$ cat src/rtl/alu_seq_if.sv
// alu_seq handshake bundle: operand/op request side
// and result/flag response side, each valid/ready.
interface alu_seq_if #(
  parameter int WIDTH = 8
) ();
  logic             in_valid;
  logic             in_ready;
  logic [WIDTH-1:0] a;
  logic [WIDTH-1:0] b;
  logic [2:0]       op;
  logic             out_valid;
  logic             out_ready;
  logic [WIDTH-1:0] result;
  logic             zero;
  logic             neg;
  logic             carry;
  logic             ovf;

  modport slave (
    input  in_valid, a, b, op, out_ready,
    output in_ready, out_valid, result,
    output zero, neg, carry, ovf
  );

  modport master (
    output in_valid, a, b, op, out_ready,
    input  in_ready, out_valid, result,
    input  zero, neg, carry, ovf
  );
endinterface

$ cat src/rtl/alu_seq.sv
// Registered ALU: one op per handshake, MUL as an
// iterative shift-add, result held until consumed.
module alu_seq #(
  parameter  int WIDTH = 8,
  localparam int SHW   = $clog2(WIDTH)
) (
  input logic    clk,
  input logic    rst,
  alu_seq_if.slave bus
);
  typedef enum logic [1:0] {
    IDLE,
    BUSY,
    DONE
  } state_e;

  localparam logic [2:0] OP_ADD = 3'b000;
  localparam logic [2:0] OP_SUB = 3'b001;
  localparam logic [2:0] OP_AND = 3'b010;
  localparam logic [2:0] OP_OR  = 3'b011;
  localparam logic [2:0] OP_XOR = 3'b100;
  localparam logic [2:0] OP_SLL = 3'b101;
  localparam logic [2:0] OP_SRA = 3'b110;
  localparam logic [2:0] OP_MUL = 3'b111;

  localparam logic [SHW:0] CNT_INIT = (SHW+1)'(WIDTH);
  localparam logic [SHW:0] CNT_LAST = (SHW+1)'(1);

  state_e             state_q;
  logic [WIDTH-1:0]   res_q;
  logic               zero_q;
  logic               neg_q;
  logic               carry_q;
  logic               ovf_q;
  logic [2*WIDTH-1:0] acc_q;
  logic [2*WIDTH-1:0] mcd_q;
  logic [WIDTH-1:0]   mlr_q;
  logic [SHW:0]       cnt_q;

  logic [WIDTH-1:0]   alu_res;
  logic               alu_c;
  logic               alu_v;
  logic [WIDTH:0]     wide;
  logic [2*WIDTH-1:0] acc_d;
  logic               a_msb;
  logic               b_msb;

  assign bus.in_ready  = (state_q == IDLE);
  assign bus.out_valid = (state_q == DONE);
  assign bus.result    = res_q;
  assign bus.zero      = zero_q;
  assign bus.neg       = neg_q;
  assign bus.carry     = carry_q;
  assign bus.ovf       = ovf_q;

  assign a_msb = bus.a[WIDTH-1];
  assign b_msb = bus.b[WIDTH-1];

  // Next accumulator: add the shifted multiplicand when
  // the current multiplier LSB is set.
  assign acc_d = acc_q + (mlr_q[0] ? mcd_q : '0);

  // Single-cycle ops; ADD/SUB carry out of WIDTH+1 bits.
  always_comb begin
    alu_res = '0;
    alu_c   = 1'b0;
    alu_v   = 1'b0;
    wide    = '0;
    case (bus.op)
      OP_ADD: begin
        wide    = {1'b0, bus.a} + {1'b0, bus.b};
        alu_res = wide[WIDTH-1:0];
        alu_c   = wide[WIDTH];
        alu_v   = (a_msb == b_msb) &&
                  (wide[WIDTH-1] != a_msb);
      end
      OP_SUB: begin
        wide    = {1'b0, bus.a} - {1'b0, bus.b};
        alu_res = wide[WIDTH-1:0];
        alu_c   = wide[WIDTH];
        alu_v   = (a_msb != b_msb) &&
                  (wide[WIDTH-1] != a_msb);
      end
      OP_AND: alu_res = bus.a & bus.b;
      OP_OR:  alu_res = bus.a | bus.b;
      OP_XOR: alu_res = bus.a ^ bus.b;
      OP_SLL: alu_res = bus.a << bus.b[SHW-1:0];
      OP_SRA: alu_res = $signed(bus.a) >>> bus.b[SHW-1:0];
      default: alu_res = '0;
    endcase
  end

  // Control FSM plus result/flag and multiplier registers.
  always_ff @(posedge clk) begin
    if (rst) begin
      state_q <= IDLE;
      res_q   <= '0;
      zero_q  <= 1'b0;
      neg_q   <= 1'b0;
      carry_q <= 1'b0;
      ovf_q   <= 1'b0;
      acc_q   <= '0;
      mcd_q   <= '0;
      mlr_q   <= '0;
      cnt_q   <= '0;
    end else begin
      case (state_q)
        IDLE: begin
          if (bus.in_valid) begin
            if (bus.op == OP_MUL) begin
              mcd_q   <= {{WIDTH{1'b0}}, bus.a};
              mlr_q   <= bus.b;
              acc_q   <= '0;
              cnt_q   <= CNT_INIT;
              state_q <= BUSY;
            end else begin
              res_q   <= alu_res;
              zero_q  <= (alu_res == '0);
              neg_q   <= alu_res[WIDTH-1];
              carry_q <= alu_c;
              ovf_q   <= alu_v;
              state_q <= DONE;
            end
          end
        end
        BUSY: begin
          acc_q <= acc_d;
          mcd_q <= mcd_q << 1;
          mlr_q <= mlr_q >> 1;
          cnt_q <= cnt_q - CNT_LAST;
          if (cnt_q == CNT_LAST) begin
            res_q   <= acc_d[WIDTH-1:0];
            zero_q  <= (acc_d[WIDTH-1:0] == '0);
            neg_q   <= acc_d[WIDTH-1];
            carry_q <= 1'b0;
            ovf_q   <= |acc_d[2*WIDTH-1:WIDTH];
            state_q <= DONE;
          end
        end
        DONE: begin
          if (bus.out_ready) begin
            state_q <= IDLE;
          end
        end
        default: state_q <= IDLE;
      endcase
    end
  end
endmodule

$ cat src/flat_wrapper.sv
// flat-port wrapper written by rule: the top's interface ports become plain ports
module alu_seq_flat 
#(
  parameter  int WIDTH = 8,
  localparam int SHW   = $clog2(WIDTH)
)
  (clk, rst, bus_in_valid, bus_a, bus_b, bus_op, bus_out_ready, bus_in_ready, bus_out_valid, bus_result, bus_zero, bus_neg, bus_carry, bus_ovf);
  alu_seq_if #(.WIDTH(WIDTH)) bus_i ();
  input logic clk;
  input logic rst;
  input wire logic [$bits(bus_i.in_valid)-1:0] bus_in_valid;
  input wire logic [$bits(bus_i.a)-1:0] bus_a;
  input wire logic [$bits(bus_i.b)-1:0] bus_b;
  input wire logic [$bits(bus_i.op)-1:0] bus_op;
  input wire logic [$bits(bus_i.out_ready)-1:0] bus_out_ready;
  output wire logic [$bits(bus_i.in_ready)-1:0] bus_in_ready;
  output wire logic [$bits(bus_i.out_valid)-1:0] bus_out_valid;
  output wire logic [$bits(bus_i.result)-1:0] bus_result;
  output wire logic [$bits(bus_i.zero)-1:0] bus_zero;
  output wire logic [$bits(bus_i.neg)-1:0] bus_neg;
  output wire logic [$bits(bus_i.carry)-1:0] bus_carry;
  output wire logic [$bits(bus_i.ovf)-1:0] bus_ovf;
  assign bus_i.in_valid = bus_in_valid;
  assign bus_i.a = bus_a;
  assign bus_i.b = bus_b;
  assign bus_i.op = bus_op;
  assign bus_i.out_ready = bus_out_ready;
  assign bus_in_ready = bus_i.in_ready;
  assign bus_out_valid = bus_i.out_valid;
  assign bus_result = bus_i.result;
  assign bus_zero = bus_i.zero;
  assign bus_neg = bus_i.neg;
  assign bus_carry = bus_i.carry;
  assign bus_ovf = bus_i.ovf;
  alu_seq #(.WIDTH(WIDTH)) u_core (.clk(clk), .rst(rst), .bus(bus_i));
endmodule
$ cat config.mk
export PLATFORM = sky130hd
export DESIGN_NAME = alu_seq_flat
export DESIGN_NICKNAME = d
export VERILOG_FILES = /design/src/rtl/alu_seq_if.sv /design/src/rtl/alu_seq.sv /design/src/flat_wrapper.sv
export SDC_FILE = /design/constraint.sdc
export NUM_CORES = 1
export LEC_CHECK = 0
export CORE_UTILIZATION = 36
export DETAILED_ROUTE_END_ITERATION = 16
export PLACE_DENSITY = 0.65
export SYNTH_ARGS = -nofsm -noshare
export SYNTH_HDL_FRONTEND = slang
export SYNTH_SLANG_ARGS = --single-unit
export TNS_END_PERCENT = 5
$ cat constraint.sdc
create_clock -name clk -period 4.1 [get_ports clk]
set_input_delay 1.23 -clock clk [delete_from_list [all_inputs] [get_ports clk]]
set_output_delay 1.23 -clock clk [all_outputs]
set_load 0.1 [all_outputs]
==> metrics.txt, run 1 <==
outcome=completed; Setup Skew=0.00672 ns; dominant cell type by area after synthesis=dfxtp_1; routability cong.=approximately 0.89; Mapped Cells=slightly above 600; Rel. slew slack=0.340; # H-tree levels=3; max cap viols=0; busiest grt layer=met2; count leader, synth=nor2_1; Sequential cell area=about 1100 um^2; static leakage=between 2 and 2.5 nW; P&R area growth vs syn=19.0%; Setup crit end kind=register; via count=4,773; antenna violations before repair=0; max-slew violation count=0; CTS max path bufs=2; area of the multi-input gates=3370 um^2; met1 Use GR=0.262; worst slew pin tran=between 0.9 and 1 ns; peak supply drop=approximately 200 uV; worst hold-check path type=reg2reg; WL/cell=about 17 um; RSZ-0062 raised after global routing=false; Antenna Nets Post-Route=0; dpl ws=slightly below 0.03 ns; post-CTS setup repair buffer count=0; Initial Util=0.375; grt met2 use=0.349; most frequent cell on the critical path=buf_4; Reg2Reg Depth=10; fin cells=around 830; clk root buf=clkbuf_16; Clk Latency, worst-skew pair=roughly 0.33 ns; Post-DP Area=5420 um^2; # DRC=0; CP required=~4.4 ns; Clock transition at path regs=approximately 0.05 ns; Hold WS=approximately 0.45 ns; synth unique cells=64; WP data arrival=around 4 ns; fraction of layout cells with a size suffix above 1=0.107; min Tclk post-route=approximately 3.8 ns; syn_nets=between 600 and 700; largest net degree at the start of global routing=38; design area=roughly 5700 um^2; Worst Path Class, Setup=in2reg; hold depth=2; Post-Route WL=roughly 14 mm; DRT Pass-1 Iters=5; main area contributors after synthesis=dfxtp_1 24%, ha_1 11%, nor2_1 6.5%; Seq cells post-synth=between 50 and 60; CTS tree=built; global-route wire length before repair=between 20 and 25 mm; CP max-delay cell=mux4_1; setup TNS=0 ns; final hold viol count=0; Layout fillers=about 1,300; Die Wd=roughly 120 um; vias in the first global route=4,676; PD cells=between 300 and 400 nW/um^2; top cells by count, synth=83 x nor2_1, 65 x nand2_1, 57 x dfxtp_1, 42 x ha_1, 41 x a21oi_1; grt ovf=0; Post-synth top flop=dfxtp_1; Worst Setup Start Kind=input port; met3 GRT Util=0.0383; # port buffers=36; I/O pin count=37; EDFF count, synth=0; Period Utilization, post-route=0.922; Vias/cell=between 5 and 6; post-synthesis sequential area ratio=0.237; Synth top area share=0.237; post_cts resized=0; TritonCTS Buffers=9; Max Fclk=roughly 260 MHz; core area=~13,000 um^2; worst stage delay on the critical path=between 0.5 and 0.6 ns; Post-synth ARST share=0; Diodes inserted=0; hold-fix buffer count after cts=0; global-route usage over all layers=0.210; # setup viols final=0; area of the die=13,800 um^2; fin util=0.446; Mean Syn Cell Area=roughly 7.8 um^2; YS warnings=0; fin nets=720; total power=between 1.5 and 2 mW; # rows=about 40; Iteration-0 DRC Markers=386; Post-DP HPWL=~11 mm; Chip Height=between 100 and 150 um; Placed Cells=813; Mapped Area=a little under 5000 um^2; CTS sink cnt=57; cells along the critical path=clkdlybuf4s50_1, buf_4, mux4_1, nor2_1, a211oi_1, a2111oi_0, buf_4, nand2_1, nor4_1, o2bb2ai_1; CP Max Fanout=21; final worst setup slack=between 0.3 and 0.4 ns
==> where the power goes <==
group / internal (mW) / switching [mW] / total (mW)
Sequential: 0.575 / 0.0172 / 0.592
Combinational: 0.171 / 0.302 / 0.473
Clock: 0.500 / 0.262 / 0.762
Total: 1.25 / 0.582 / 1.83
==> worst paths after layout <==
path | start | end | slack (ns)
setup / recovery | bus_b[0] | u_core.bus.zero$_SDFFE_PP0P_ | 0.32
setup reg to reg | u_core.mlr_q[0]$_SDFFE_PP0P_ | u_core.bus.ovf$_SDFFE_PP0P_ | 0.77
hold reg to reg | u_core.bus.result[1]$_SDFFE_PP0P_ | u_core.bus.result[1]$_SDFFE_PP0P_ | 0.45
hold / removal | u_core.bus.result[1]$_SDFFE_PP0P_ | u_core.bus.result[1]$_SDFFE_PP0P_ | 0.45
==> cells by family after synthesis <==
group,after synthesis,share of synthesized area
adder cells (fa/ha/maj),45,0.122
AO/OA/AOI/OAI,173,0.257
multiplexers,23,0.0697
AND/OR/NAND/NOR,231,0.221
flip-flops,57,0.237
buffers and inverters,74,0.0624
XOR/XNOR,17,0.0309
==> registers in the layout (all words and copies together) (netlist names) <==
name,count
u_core.bus.zero,1
u_core.cnt_q,4
u_core.mlr_q,8
u_core.bus.carry,1
u_core.bus.neg,1
u_core.mcd_q,16
u_core.acc_q,16
u_core.bus.result,7
u_core.state_q,2
u_core.bus.ovf,1
==> layout make-up <==
type                            count  area share
Inverter                           28      0.0184
Tap cell                          172      0.0376
Clock buffer                       11      0.0442
Multi-Input combinational cell    489       0.589
Sequential cell                    57       0.199
Clock inverter                      5     0.00940
Timing Repair Buffer               67       0.102
==> critical path, delay by kind of cell <==
kind,cells,cell delay (ns)
AO/OA/AOI/OAI,3,0.70
buffers and inverters,3,1.03
multiplexers,1,0.58
AND/OR/NAND/NOR,3,0.47
==> placed cells by master, fill, tap and decap left out, types with 6 or more instances in the layout <==
cell,netlist,final
dfxtp_1,57,57
nor3_1,14,14
a21o_1,6,6
o21ai_0,19,19
mux2i_1,11,11
a22oi_1,19,19
nor2b_1,10,9
a311oi_1,15,15
ha_1,42,42
xor2_1,8,8
xnor2_1,9,9
o211ai_1,7,7
and2_1,15,15
buf_4,1,33
or2_2,6,6
nor4_1,8,8
inv_1,28,28
a21oi_1,41,41
a211oi_1,10,10
clkbuf_16,0,9
nand2_1,65,65
nand3_1,8,8
nor2_1,83,83
clkdlybuf4s50_1,0,33
==> layer usage <==
layer | part of all wire | vias to the layer above
li1 | - | 2316
met1 | 0.45 | 2280
met2 | 0.47 | 144
met3 | 0.052 | 33
met4 | 0.032 | 0
met5 | 0 | -
Power figures use the tool's default switching activity.
==> run 2: changes to the inputs <==
--- a/config.mk
+++ b/config.mk
@@ -7,7 +7,8 @@
 export LEC_CHECK = 0
 export CORE_UTILIZATION = 36
 export DETAILED_ROUTE_END_ITERATION = 16
-export PLACE_DENSITY = 0.65
+export HOLD_SLACK_MARGIN = 0.02
+export PLACE_DENSITY = 0.67
 export SYNTH_ARGS = -nofsm -noshare
 export SYNTH_HDL_FRONTEND = slang
 export SYNTH_SLANG_ARGS = --single-unit
==> constraint.sdc (replaced) <==
create_clock -name clk -period 3.4 [get_ports clk]
set_input_delay 1.02 -clock clk [delete_from_list [all_inputs] [get_ports clk]]
set_output_delay 1.02 -clock clk [all_outputs]
set_load 0.1 [all_outputs]
==> metrics.txt, run 2 (synthesis results as in run 1) <==
most frequent cell on the critical path=buf_4; Clk Latency, worst-skew pair=0.33 ns (about the same); worst stage delay on the critical path=0.54 ns (-0.04 ns); CTS max path bufs=2 (unchanged); Die Wd=118 um (unchanged); Reg2Reg Depth=10 (unchanged); CP max-delay cell=mux4_1; Regs by FF count=u_core.acc_q: 16 flops, u_core.mcd_q: 16 flops, u_core.mlr_q: 8 flops; grt ovf=0 (unchanged); Period Utilization, post-route=0.975; CP required=3.66 ns (-0.70 ns); clk root buf=clkbuf_16; Post-DP HPWL=11.6 mm (+5.5%); Clock transition at path regs=0.05 ns (about the same); routability cong.=0.947 (+6.8%); cells along the critical path=clkdlybuf4s50_1, buf_6, buf_4, mux4_1, nor2_1, a211oi_1, nor4_1, buf_4, nand2_1, nor4_2, o2bb2ai_1; fin util=0.485 (+0.0390); worst slew pin tran=0.826 ns (-0.160 ns); crit path buf inv count=4 (+1); switching fraction of total power=0.299 (-0.0189); met1 Use GR=0.272 (+0.00995); peak supply drop=205 uV (+3.0%); # DRC=0 (unchanged); Antenna Nets Post-Route=0 (unchanged); Layout fillers=1,258 (-3.9%); fraction of layout cells with a size suffix above 1=0.205 (+0.0983); CTS sink cnt=57 (unchanged); busiest grt layer=met2; Setup Skew=0.00519 ns (-0.00154 ns); via count=4,944 (+3.6%); static leakage=2.64 nW (+13%); Vias/cell=5.65 (-1.9%); Worst Setup Start Kind=input port; WP data arrival=3.57 ns (-0.46 ns); Post-Route WL=15.2 mm (+5.4%); # port buffers=36 (unchanged); worst hold-check path type=reg2reg; core area=12,800 um^2 (unchanged); Initial Util=0.375 (unchanged); Diodes inserted=0 (unchanged); # rows=41 (unchanged); Placed Cells=859 (+5.7%); area of the die=13,800 um^2 (unchanged); PD cells=386 nW/um^2 (+21%); global-route usage over all layers=0.224 (+0.0143); Chip Height=118 um (unchanged); RSZ-0062 raised after global routing=true; sequential power share=0.297 (-0.027); kind of cell adding the most delay to the critical path=buffers and inverters; fin nets=766 (+6.4%); DRT Pass-1 Iters=5 (unchanged); max cap viols=0 (unchanged); met3 GRT Util=0.0354 (-0.00291); hold depth=2 (unchanged); max-slew violation count=0 (unchanged); Rel. slew slack=0.447 (+0.106); TritonCTS Buffers=9 (unchanged); # H-tree levels=3 (unchanged); clock share of power=0.433 (+0.016); WL/cell=17.4 um (-0.14%); Worst Path Class, Setup=in2reg; fin cells=875 (+5.5%); Setup crit end kind=register; largest net degree at the start of global routing=33 (-13%); I/O pin count=37 (unchanged); Max Fclk=around 300 MHz; Iteration-0 DRC Markers=444 (+15%); min Tclk post-route=3.31 ns; global-route wire length before repair=25.1 mm (+7.3%); # setup viols final=0 (unchanged); P_int=1.68 mW (+35%); commonest non-fill, non-tap cells in the layout=87 x buf_4, 83 x nor2_1, 65 x nand2_1; CP Max Fanout=13 (-38%); grt met2 use=0.398 (+0.0496); final hold viol count=0 (unchanged); antenna violations before repair=0 (unchanged); CTS tree=built; outcome=completed; Comb power frac=0.269 (+0.010); Levels on crit path=11 (+1); switching power=719 uW (+24%); commonest non-fill, non-tap cell in the layout=buf_4; vias in the first global route=5,016 (+7.3%); P&R area growth vs syn=29.4%
run 2: final timing paths:
path / slack, ns / end / start
setup / recovery: 0.09 / u_core.bus.zero$_SDFFE_PP0P_ / bus_b[0]
hold / removal: 0.46 / u_core.bus.result[2]$_SDFFE_PP0P_ / u_core.bus.result[2]$_SDFFE_PP0P_
setup reg to reg: 0.51 / u_core.bus.ovf$_SDFFE_PP0P_ / u_core.mlr_q[0]$_SDFFE_PP0P_
hold reg to reg: 0.46 / u_core.bus.result[2]$_SDFFE_PP0P_ / u_core.bus.result[2]$_SDFFE_PP0P_
run 2: tightest hold or removal path, delay by kind of cell (launching register included):
kind | cells | cell delay, ns
AO/OA/AOI/OAI | 1 | 0.05
AND/OR/NAND/NOR | 1 | 0.05
flip-flops | 1 | 0.31
run 2: repair_timing:
item,4_1_cts,5_1_grt
setup endpoints to repair,3,6
resized for setup,3,18
pin swaps,0,5
setup buffers,0,0
gates cloned,0,0
hold buffers,0,0
run 2: power groups by stage:
| stage | logic (mW) | registers (mW) | clock network (mW) |
|---|---|---|---|
| finish | 0.647 | 0.714 | 1.04 |
| CTS | 0.624 | 0.714 | 1.05 |
| global placement | 0.613 | 0.726 | 0 |
| detailed placement | 0.619 | 0.728 | 0 |
| floorplan | 0.312 | 0.799 | 0 |
| global route | 0.694 | 0.716 | 1.09 |
run 2: area by class of cell:
class | count | area [um^2] | area share
clock buffer | 10 | 239 | 0.0384
sequential | 57 | 1140 | 0.183
inverter | 28 | 105 | 0.0169
tap | 172 | 215 | 0.0346
timing repair buffer | 113 | 940 | 0.151
multi-input combinational | 489 | 3480 | 0.559
clock inverter | 6 | 105 | 0.0169
run 2: layer usage:
layer,up-vias,share of wire
met5,-,0
met4,0,0.026
met3,31,0.051
met2,160,0.50
met1,2344,0.42
li1,2409,-
run 2: stage by stage:
step	total power [mW]	cell area (um^2)	hold slack [ns]	setup TNS, ns	worst slack, ns
2_1_floorplan	1.11	4810	0.440	0	0.105
5_1_grt	2.50	6220	0.472	-0.0160	-0.0150
3_5_place_dp	1.35	5770	0.454	-2.49	-0.485
6_report	2.40	6220	0.456	0	0.0852
4_1_cts	2.39	6130	0.461	0	0.0332
3_3_place_gp	1.34	5770	0.450	-2.20	-0.464
